`config.mk`:
```
export PLATFORM = sky130hd
export DESIGN_NAME = fwd_hazard_ctrl_flat
export DESIGN_NICKNAME = d
export VERILOG_FILES = /design/src/rtl/fwd_hazard_ctrl_if.sv /design/src/rtl/fwd_hazard_ctrl.sv /design/src/flat_wrapper.sv
export SDC_FILE = /design/constraint.sdc
export NUM_CORES = 1
export LEC_CHECK = 0
export BUFFER_PORTS_ARGS = -buffer_cell sky130_fd_sc_hd__buf_2
export CORE_MARGIN = 3
export CORE_UTILIZATION = 50
export CTS_CLUSTER_DIAMETER = 80
export DETAILED_ROUTE_END_ITERATION = 8
export GPL_TIMING_DRIVEN = 1
export PLACE_DENSITY = 0.8
export SLEW_MARGIN = 20
export SYNTH_ARGS = -nofsm -noshare
export SYNTH_HDL_FRONTEND = slang
export SYNTH_SLANG_ARGS = --single-unit
```
`constraint.sdc`:
```
create_clock -name clk -period 4 [get_ports clk]
set_input_delay 0.8 -clock clk [delete_from_list [all_inputs] [get_ports clk]]
set_output_delay 0.8 -clock clk [all_outputs]
set_load 0.01 [all_outputs]
```
`src/rtl/fwd_hazard_ctrl_if.sv`:
```
// Bundles the operand/destination compare inputs and the forwarding/stall outputs.
// The pipeline side drives the master modport; the controller takes the slave modport.
// Widths follow the same parameters as the controller they connect to.
interface fwd_hazard_ctrl_if #(
   parameter int NUM_SRC = 3,
   parameter int REG_W   = 4,
   parameter int CNT_W   = 16
);
   logic                       fwd_en;
   logic [NUM_SRC*REG_W-1:0]   src_addr;
   logic [NUM_SRC-1:0]         src_valid;
   logic [REG_W-1:0]           exe_dest;
   logic                       exe_wb_en;
   logic                       exe_mem_read;
   logic [REG_W-1:0]           mem_dest;
   logic                       mem_wb_en;
   logic [REG_W-1:0]           wb_dest;
   logic                       wb_wb_en;
   logic                       clr_cnt;
   logic [NUM_SRC*2-1:0]       sel_src;
   logic                       hazard_stall;
   logic [CNT_W-1:0]           stall_cycles;

   modport master (
      output fwd_en, src_addr, src_valid, exe_dest, exe_wb_en, exe_mem_read,
             mem_dest, mem_wb_en, wb_dest, wb_wb_en, clr_cnt,
      input  sel_src, hazard_stall, stall_cycles
   );

   modport slave (
      input  fwd_en, src_addr, src_valid, exe_dest, exe_wb_en, exe_mem_read,
             mem_dest, mem_wb_en, wb_dest, wb_wb_en, clr_cnt,
      output sel_src, hazard_stall, stall_cycles
   );
endinterface

```
`src/rtl/fwd_hazard_ctrl.sv`:
```
// Forwarding select and load-use / no-forward hazard stall for the ID/EXE boundary.
// Latency: selects and stall are combinational; extended hold adds EXTRA_STALL registered cycles.
// No backpressure of its own: hazard_stall is the backpressure it applies to IF/ID.
module fwd_hazard_ctrl #(
   parameter int NUM_SRC     = 3,
   parameter int REG_W       = 4,
   parameter int EXTRA_STALL = 0,
   parameter int CNT_W       = 16
) (
   input  logic                 clk,
   input  logic                 rst,
   fwd_hazard_ctrl_if.slave     bus
);

   typedef enum logic {RUN, HOLD} state_t;

   state_t             state_q, state_d;
   logic [3:0]         hcnt_q, hcnt_d;
   logic               lu_det, nf_det, det;
   logic               stall_raw, stall;
   logic [NUM_SRC*2-1:0] sel;
   logic [CNT_W-1:0]   cnt_q;

   // Compare every valid source against the older-stage destinations.
   always_comb begin
      lu_det = 1'b0;
      nf_det = 1'b0;
      for (int i = 0; i < NUM_SRC; i++) begin
         if (bus.src_valid[i]) begin
            if (bus.exe_wb_en && bus.exe_dest == bus.src_addr[i*REG_W +: REG_W]) begin
               nf_det = 1'b1;
               if (bus.exe_mem_read) lu_det = 1'b1;
            end
            if (bus.mem_wb_en && bus.mem_dest == bus.src_addr[i*REG_W +: REG_W]) begin
               nf_det = 1'b1;
            end
         end
      end
      det = bus.fwd_en ? lu_det : nf_det;
   end

   // RUN stalls on detect; HOLD keeps the stall for EXTRA_STALL cycles after a load-use.
   always_comb begin
      state_d   = state_q;
      hcnt_d    = hcnt_q;
      stall_raw = 1'b0;
      case (state_q)
         RUN: begin
            stall_raw = det;
            if (bus.fwd_en && lu_det && (EXTRA_STALL > 0)) begin
               state_d = HOLD;
               hcnt_d  = 4'(EXTRA_STALL);
            end
         end
         HOLD: begin
            stall_raw = 1'b1;
            hcnt_d    = hcnt_q - 4'd1;
            if (hcnt_q == 4'd1) state_d = RUN;
         end
         default: begin
            state_d = RUN;
            hcnt_d  = 4'd0;
         end
      endcase
   end

   // Outputs are forced quiet while reset is held, whatever the inputs say.
   assign stall = stall_raw & ~rst;

   // Per-channel forwarding select; MEM is the younger result and wins over WB.
   always_comb begin
      sel = '0;
      for (int i = 0; i < NUM_SRC; i++) begin
         if (bus.fwd_en && bus.src_valid[i] && !stall && !rst) begin
            if (bus.mem_wb_en && bus.mem_dest == bus.src_addr[i*REG_W +: REG_W])
               sel[2*i +: 2] = 2'b01;
            else if (bus.wb_wb_en && bus.wb_dest == bus.src_addr[i*REG_W +: REG_W])
               sel[2*i +: 2] = 2'b10;
         end
      end
   end

   // State and hold counter; reset aborts any hold in progress.
   always_ff @(posedge clk or posedge rst) begin
      if (rst) begin
         state_q <= RUN;
         hcnt_q  <= 4'd0;
      end else begin
         state_q <= state_d;
         hcnt_q  <= hcnt_d;
      end
   end

   // Saturating stall-cycle counter; clear beats increment.
   always_ff @(posedge clk or posedge rst) begin
      if (rst)
         cnt_q <= '0;
      else if (bus.clr_cnt)
         cnt_q <= '0;
      else if (stall && (cnt_q != {CNT_W{1'b1}}))
         cnt_q <= cnt_q + 1'b1;
   end

   assign bus.sel_src      = sel;
   assign bus.hazard_stall = stall;
   assign bus.stall_cycles = cnt_q;

endmodule

```
`src/flat_wrapper.sv`:
```
// flat-port wrapper written by rule: the top's interface ports become plain ports
module fwd_hazard_ctrl_flat 
#(
   parameter int NUM_SRC     = 3,
   parameter int REG_W       = 4,
   parameter int EXTRA_STALL = 0,
   parameter int CNT_W       = 16
)
  (clk, rst, bus_fwd_en, bus_src_addr, bus_src_valid, bus_exe_dest, bus_exe_wb_en, bus_exe_mem_read, bus_mem_dest, bus_mem_wb_en, bus_wb_dest, bus_wb_wb_en, bus_clr_cnt, bus_sel_src, bus_hazard_stall, bus_stall_cycles);
  fwd_hazard_ctrl_if #(.NUM_SRC(NUM_SRC), .REG_W(REG_W), .CNT_W(CNT_W)) bus_i ();
  input  logic clk;
  input  logic rst;
  input wire logic [$bits(bus_i.fwd_en)-1:0] bus_fwd_en;
  input wire logic [$bits(bus_i.src_addr)-1:0] bus_src_addr;
  input wire logic [$bits(bus_i.src_valid)-1:0] bus_src_valid;
  input wire logic [$bits(bus_i.exe_dest)-1:0] bus_exe_dest;
  input wire logic [$bits(bus_i.exe_wb_en)-1:0] bus_exe_wb_en;
  input wire logic [$bits(bus_i.exe_mem_read)-1:0] bus_exe_mem_read;
  input wire logic [$bits(bus_i.mem_dest)-1:0] bus_mem_dest;
  input wire logic [$bits(bus_i.mem_wb_en)-1:0] bus_mem_wb_en;
  input wire logic [$bits(bus_i.wb_dest)-1:0] bus_wb_dest;
  input wire logic [$bits(bus_i.wb_wb_en)-1:0] bus_wb_wb_en;
  input wire logic [$bits(bus_i.clr_cnt)-1:0] bus_clr_cnt;
  output wire logic [$bits(bus_i.sel_src)-1:0] bus_sel_src;
  output wire logic [$bits(bus_i.hazard_stall)-1:0] bus_hazard_stall;
  output wire logic [$bits(bus_i.stall_cycles)-1:0] bus_stall_cycles;
  assign bus_i.fwd_en = bus_fwd_en;
  assign bus_i.src_addr = bus_src_addr;
  assign bus_i.src_valid = bus_src_valid;
  assign bus_i.exe_dest = bus_exe_dest;
  assign bus_i.exe_wb_en = bus_exe_wb_en;
  assign bus_i.exe_mem_read = bus_exe_mem_read;
  assign bus_i.mem_dest = bus_mem_dest;
  assign bus_i.mem_wb_en = bus_mem_wb_en;
  assign bus_i.wb_dest = bus_wb_dest;
  assign bus_i.wb_wb_en = bus_wb_wb_en;
  assign bus_i.clr_cnt = bus_clr_cnt;
  assign bus_sel_src = bus_i.sel_src;
  assign bus_hazard_stall = bus_i.hazard_stall;
  assign bus_stall_cycles = bus_i.stall_cycles;
  fwd_hazard_ctrl #(.NUM_SRC(NUM_SRC), .REG_W(REG_W), .EXTRA_STALL(EXTRA_STALL), .CNT_W(CNT_W)) u_core (.clk(clk), .rst(rst), .bus(bus_i));
endmodule
```
==> results by group <==
CTS
  – CTS Sinks: 21
  – Post-CTS Setup Inserts: 0
  – Root Buffer: clkbuf_4
  – Cts bufs inserted: 3
  – Worst-path clk slew: 0.11 ns
  – Clk_lat worst skew: about 0.31 ns
  – Maximum root-to-sink buffer count: 2
  – CTS resizes: 0
  – H-tree depth: 1
  – Hold_buf cts: 0
  – TritonCTS clock tree: yes

Timing
  – Setup WS post-layout: around 0.35 ns
  – FMAX: roughly 270 MHz
  – Slew Limit Fails: 0
  – RSZ-0062 raised after global routing: false
  – Setup TNS Final: 0 ns
  – Hold Fails Final Rpt: 0
  – WHS: between 0.4 and 0.5 ns
  – Worst Tran Pin Value: between 0.9 and 1 ns
  – Final period utilization: 91.2%
  – Rel. slew slack: between 30% and 40%
  – Clock Skew: approximately 0.00094 ns
  – Final Critical Period: approximately 3.6 ns
  – # setup viols final: 0

Final layout
  – Area Overhead vs Synth: 23.0%
  – Fin nets: about 280
  – Fin util: roughly two thirds
  – Antenna diode count: 0
  – Layout cells sized above 1: between 20% and 30%

Floorplan
  – Ports: 58
  – Initial core utilization: between 50% and 60%
  – Die Y: ~63 um
  – Die Width: 62.7 um
  – DIE AREA: about 3900 um^2
  – Core footprint: just under 3000 um^2
  – Rows: 19

Power
  – Maximum VDD drop: roughly 200 uV
  – Pwr dens: just over 200 nW/um^2
  – Final total power: about 410 uW
  – P_leak: ~0.001 uW

Logic synthesis
  – Post-synthesis mux area share: 1.95%
  – Area leader, netlist: dfrtp_1
  – Fraction of the yosys area taken by sequential cells: roughly 33%
  – Async S/R FF share, synth: 100%
  – FF+latch count, synth: 21
  – Most frequent cell after synthesis: xor2_1
  – Combinational family with the most area after synthesis: simple AND/OR/NAND/NOR gates
  – Mean post-synth cell area: 8.68 um^2
  – Post-synth net total: 223
  – Number of enable flip-flop cells after synthesis: 0
  – Synth Area in Compound Gates: a little over an eighth
  – XOR/XNOR Fraction of Synth Area: between 20% and 30%
  – Commonest cells post-synth: xor2_1 (28), dfrtp_1 (21), nor2_1 (14)
  – Synth Cell Area: between 1500 and 2000 um^2
  – Syn. warnings: 0
  – Most used DFF post-synth: dfrtp_1
  – Synth Area in Adders: 2.34%
  – Area contributors post-synth: dfrtp_1 (33%), xor2_1 (15%), xnor2_1 (7.1%), nor2_1 (3.3%), and3_1 (3.1%)
  – Cell variety after synth: 37
  – Mapped Cells: between 150 and 200
  – Synth Area in Simple Gates: between 20% and 30%
  – Post-synth top area share: approximately 33%

Detailed routing
  – Total wire length: around 4000 um
  – Pre-antenna DRT Iters: 4
  – Routed len/inst: 14.0 um
  – DRC viols: 0
  – Vias per cell: about 5.4
  – Via count: about 1,600
  – Final ANT Viol Nets: 0
  – DRT iter0 DRCs: approximately 110

Critical path
  – Setup crit end kind: primary output
  – Family with the most delay on the worst path: simple AND/OR/NAND/NOR gates
  – Cell mode on critical path: buf_2
  – Worst path cell trace: buf_2 -> inv_2 -> o21ai_1 -> nor4b_1 -> or4_1 -> or3_4 -> or2_1 -> a311oi_1 -> buf_2
  – Slowest-stage cell, CP: or4_1
  – Critical path's largest stage delay: about 0.54 ns
  – Data arrival, critical path: roughly 2.9 ns
  – WS Path Type: input pin to primary output
  – Crit path buffers/inverters: 3
  – Worst setup SP type: input pin
  – Required time worst endpoint: around 3.2 ns
  – Largest fanout on the critical path: 4

Global routing
  – Total congestion overflow: 0
  – Initial antenna violation count: 0
  – Vias in the first global route: between 1,000 and 1,500
  – First-pass GRT wire length: 6700 um
  – Largest net degree at the start of global routing: 23
  – Overall routing resource usage: between 20% and 30%

Place
  – Post-DP HPWL: 3230 um
  – Pre-CTS WS: 0.391 ns
  – Gpl congestion: a little over 0.9
  – Port buffer count: 57

Hold path
  – Min-delay worst type: flop to flop

Run status
  – Status: completed

Run
  – Max_cap viols: 0
## logic make-up (layout without fill, tap and decap cells)
group	after synthesis	after routing
AOI/OAI and AO/OA	32	32
xor gates and xnor gates	41	41
adders and majority gates	3	3
buffers and inverters	13	73
DFF	21	21
muxes	3	3
and+or+nand+nor	72	72
## cell type report
cell class,instances,area [um^2]
fillers,264,925
flip-flops and latches,21,526
repair buffers,60,308
clock buffers,4,26.3
inverters,9,33.8
well taps,42,52.6
multi-input cells,151,1030
## layout by cell type, fill, tap and decap left out, types with 2 or more instances in the layout
| master | synthesis | layout |
|---|---|---|
| buf_2 | 2 | 57 |
| nor4_1 | 2 | 2 |
| a311oi_1 | 3 | 3 |
| o21ai_1 | 2 | 2 |
| o21ai_0 | 8 | 8 |
| buf_4 | 0 | 3 |
| nand2_1 | 10 | 10 |
| or4_1 | 4 | 4 |
| and3_1 | 8 | 8 |
| dfrtp_1 | 21 | 21 |
| nor4b_1 | 4 | 4 |
| mux2i_1 | 2 | 2 |
| xor2_1 | 28 | 28 |
| clkbuf_4 | 0 | 3 |
| o2111ai_1 | 3 | 3 |
| nand3_1 | 8 | 8 |
| nand2b_1 | 2 | 2 |
| inv_1 | 8 | 8 |
| ha_1 | 3 | 3 |
| xnor2_1 | 13 | 13 |
| nand4_1 | 4 | 4 |
| nor3_1 | 7 | 7 |
| or3_1 | 5 | 5 |
| nor2_1 | 14 | 14 |
| nor2b_1 | 2 | 2 |
| a21oi_1 | 8 | 8 |
| o31ai_1 | 2 | 2 |
## routing by layer
metal	track usage [%]	vias up	wire length, um
met5	0	-	0
met4	3.03	0	12
met3	4.32	2	155
met2	32.5	33	1890
met1	29.8	743	1960
li1	-	781	-
## worst paths after layout
path / slack, ns / startpoint / endpoint / depth (start not counted)
setup / recovery: 0.35 / bus_fwd_en / bus_sel_src[1] / 9
hold / removal: 0.49 / u_core.hcnt_q[3] / u_core.hcnt_q[3] / 1
setup reg to reg: 1.58 / u_core.state_q / u_core.bus.stall_cycles[5] / 5
hold reg to reg: 0.49 / u_core.hcnt_q[3] / u_core.hcnt_q[3] / 1
max in group asynchronous: 3.22 / rst / u_core.bus.stall_cycles[10] / 3
min in group asynchronous: 0.55 / rst / u_core.bus.stall_cycles[15] / 3
## power breakdown
part	switching, uW	internal, uW	leakage [uW]
sequential	0.555	213	0.000293
combinational	51.9	38.4	0.000676
clock	64.8	39.0	0.0000150
## metrics by stage
step	instance area, um^2	instances
after floorplan	1610	185
after global placement	1950	283
after detailed placement	1950	283
after CTS	1980	287
after global routing	1980	287
final	1980	287
## registers in the layout, indices dropped and copies added, names as in the netlist
signal                   cells
u_core.hcnt_q                4
u_core.state_q               1
u_core.bus.stall_cycles     16
Note: power is estimated with default switching activity, not from simulation.
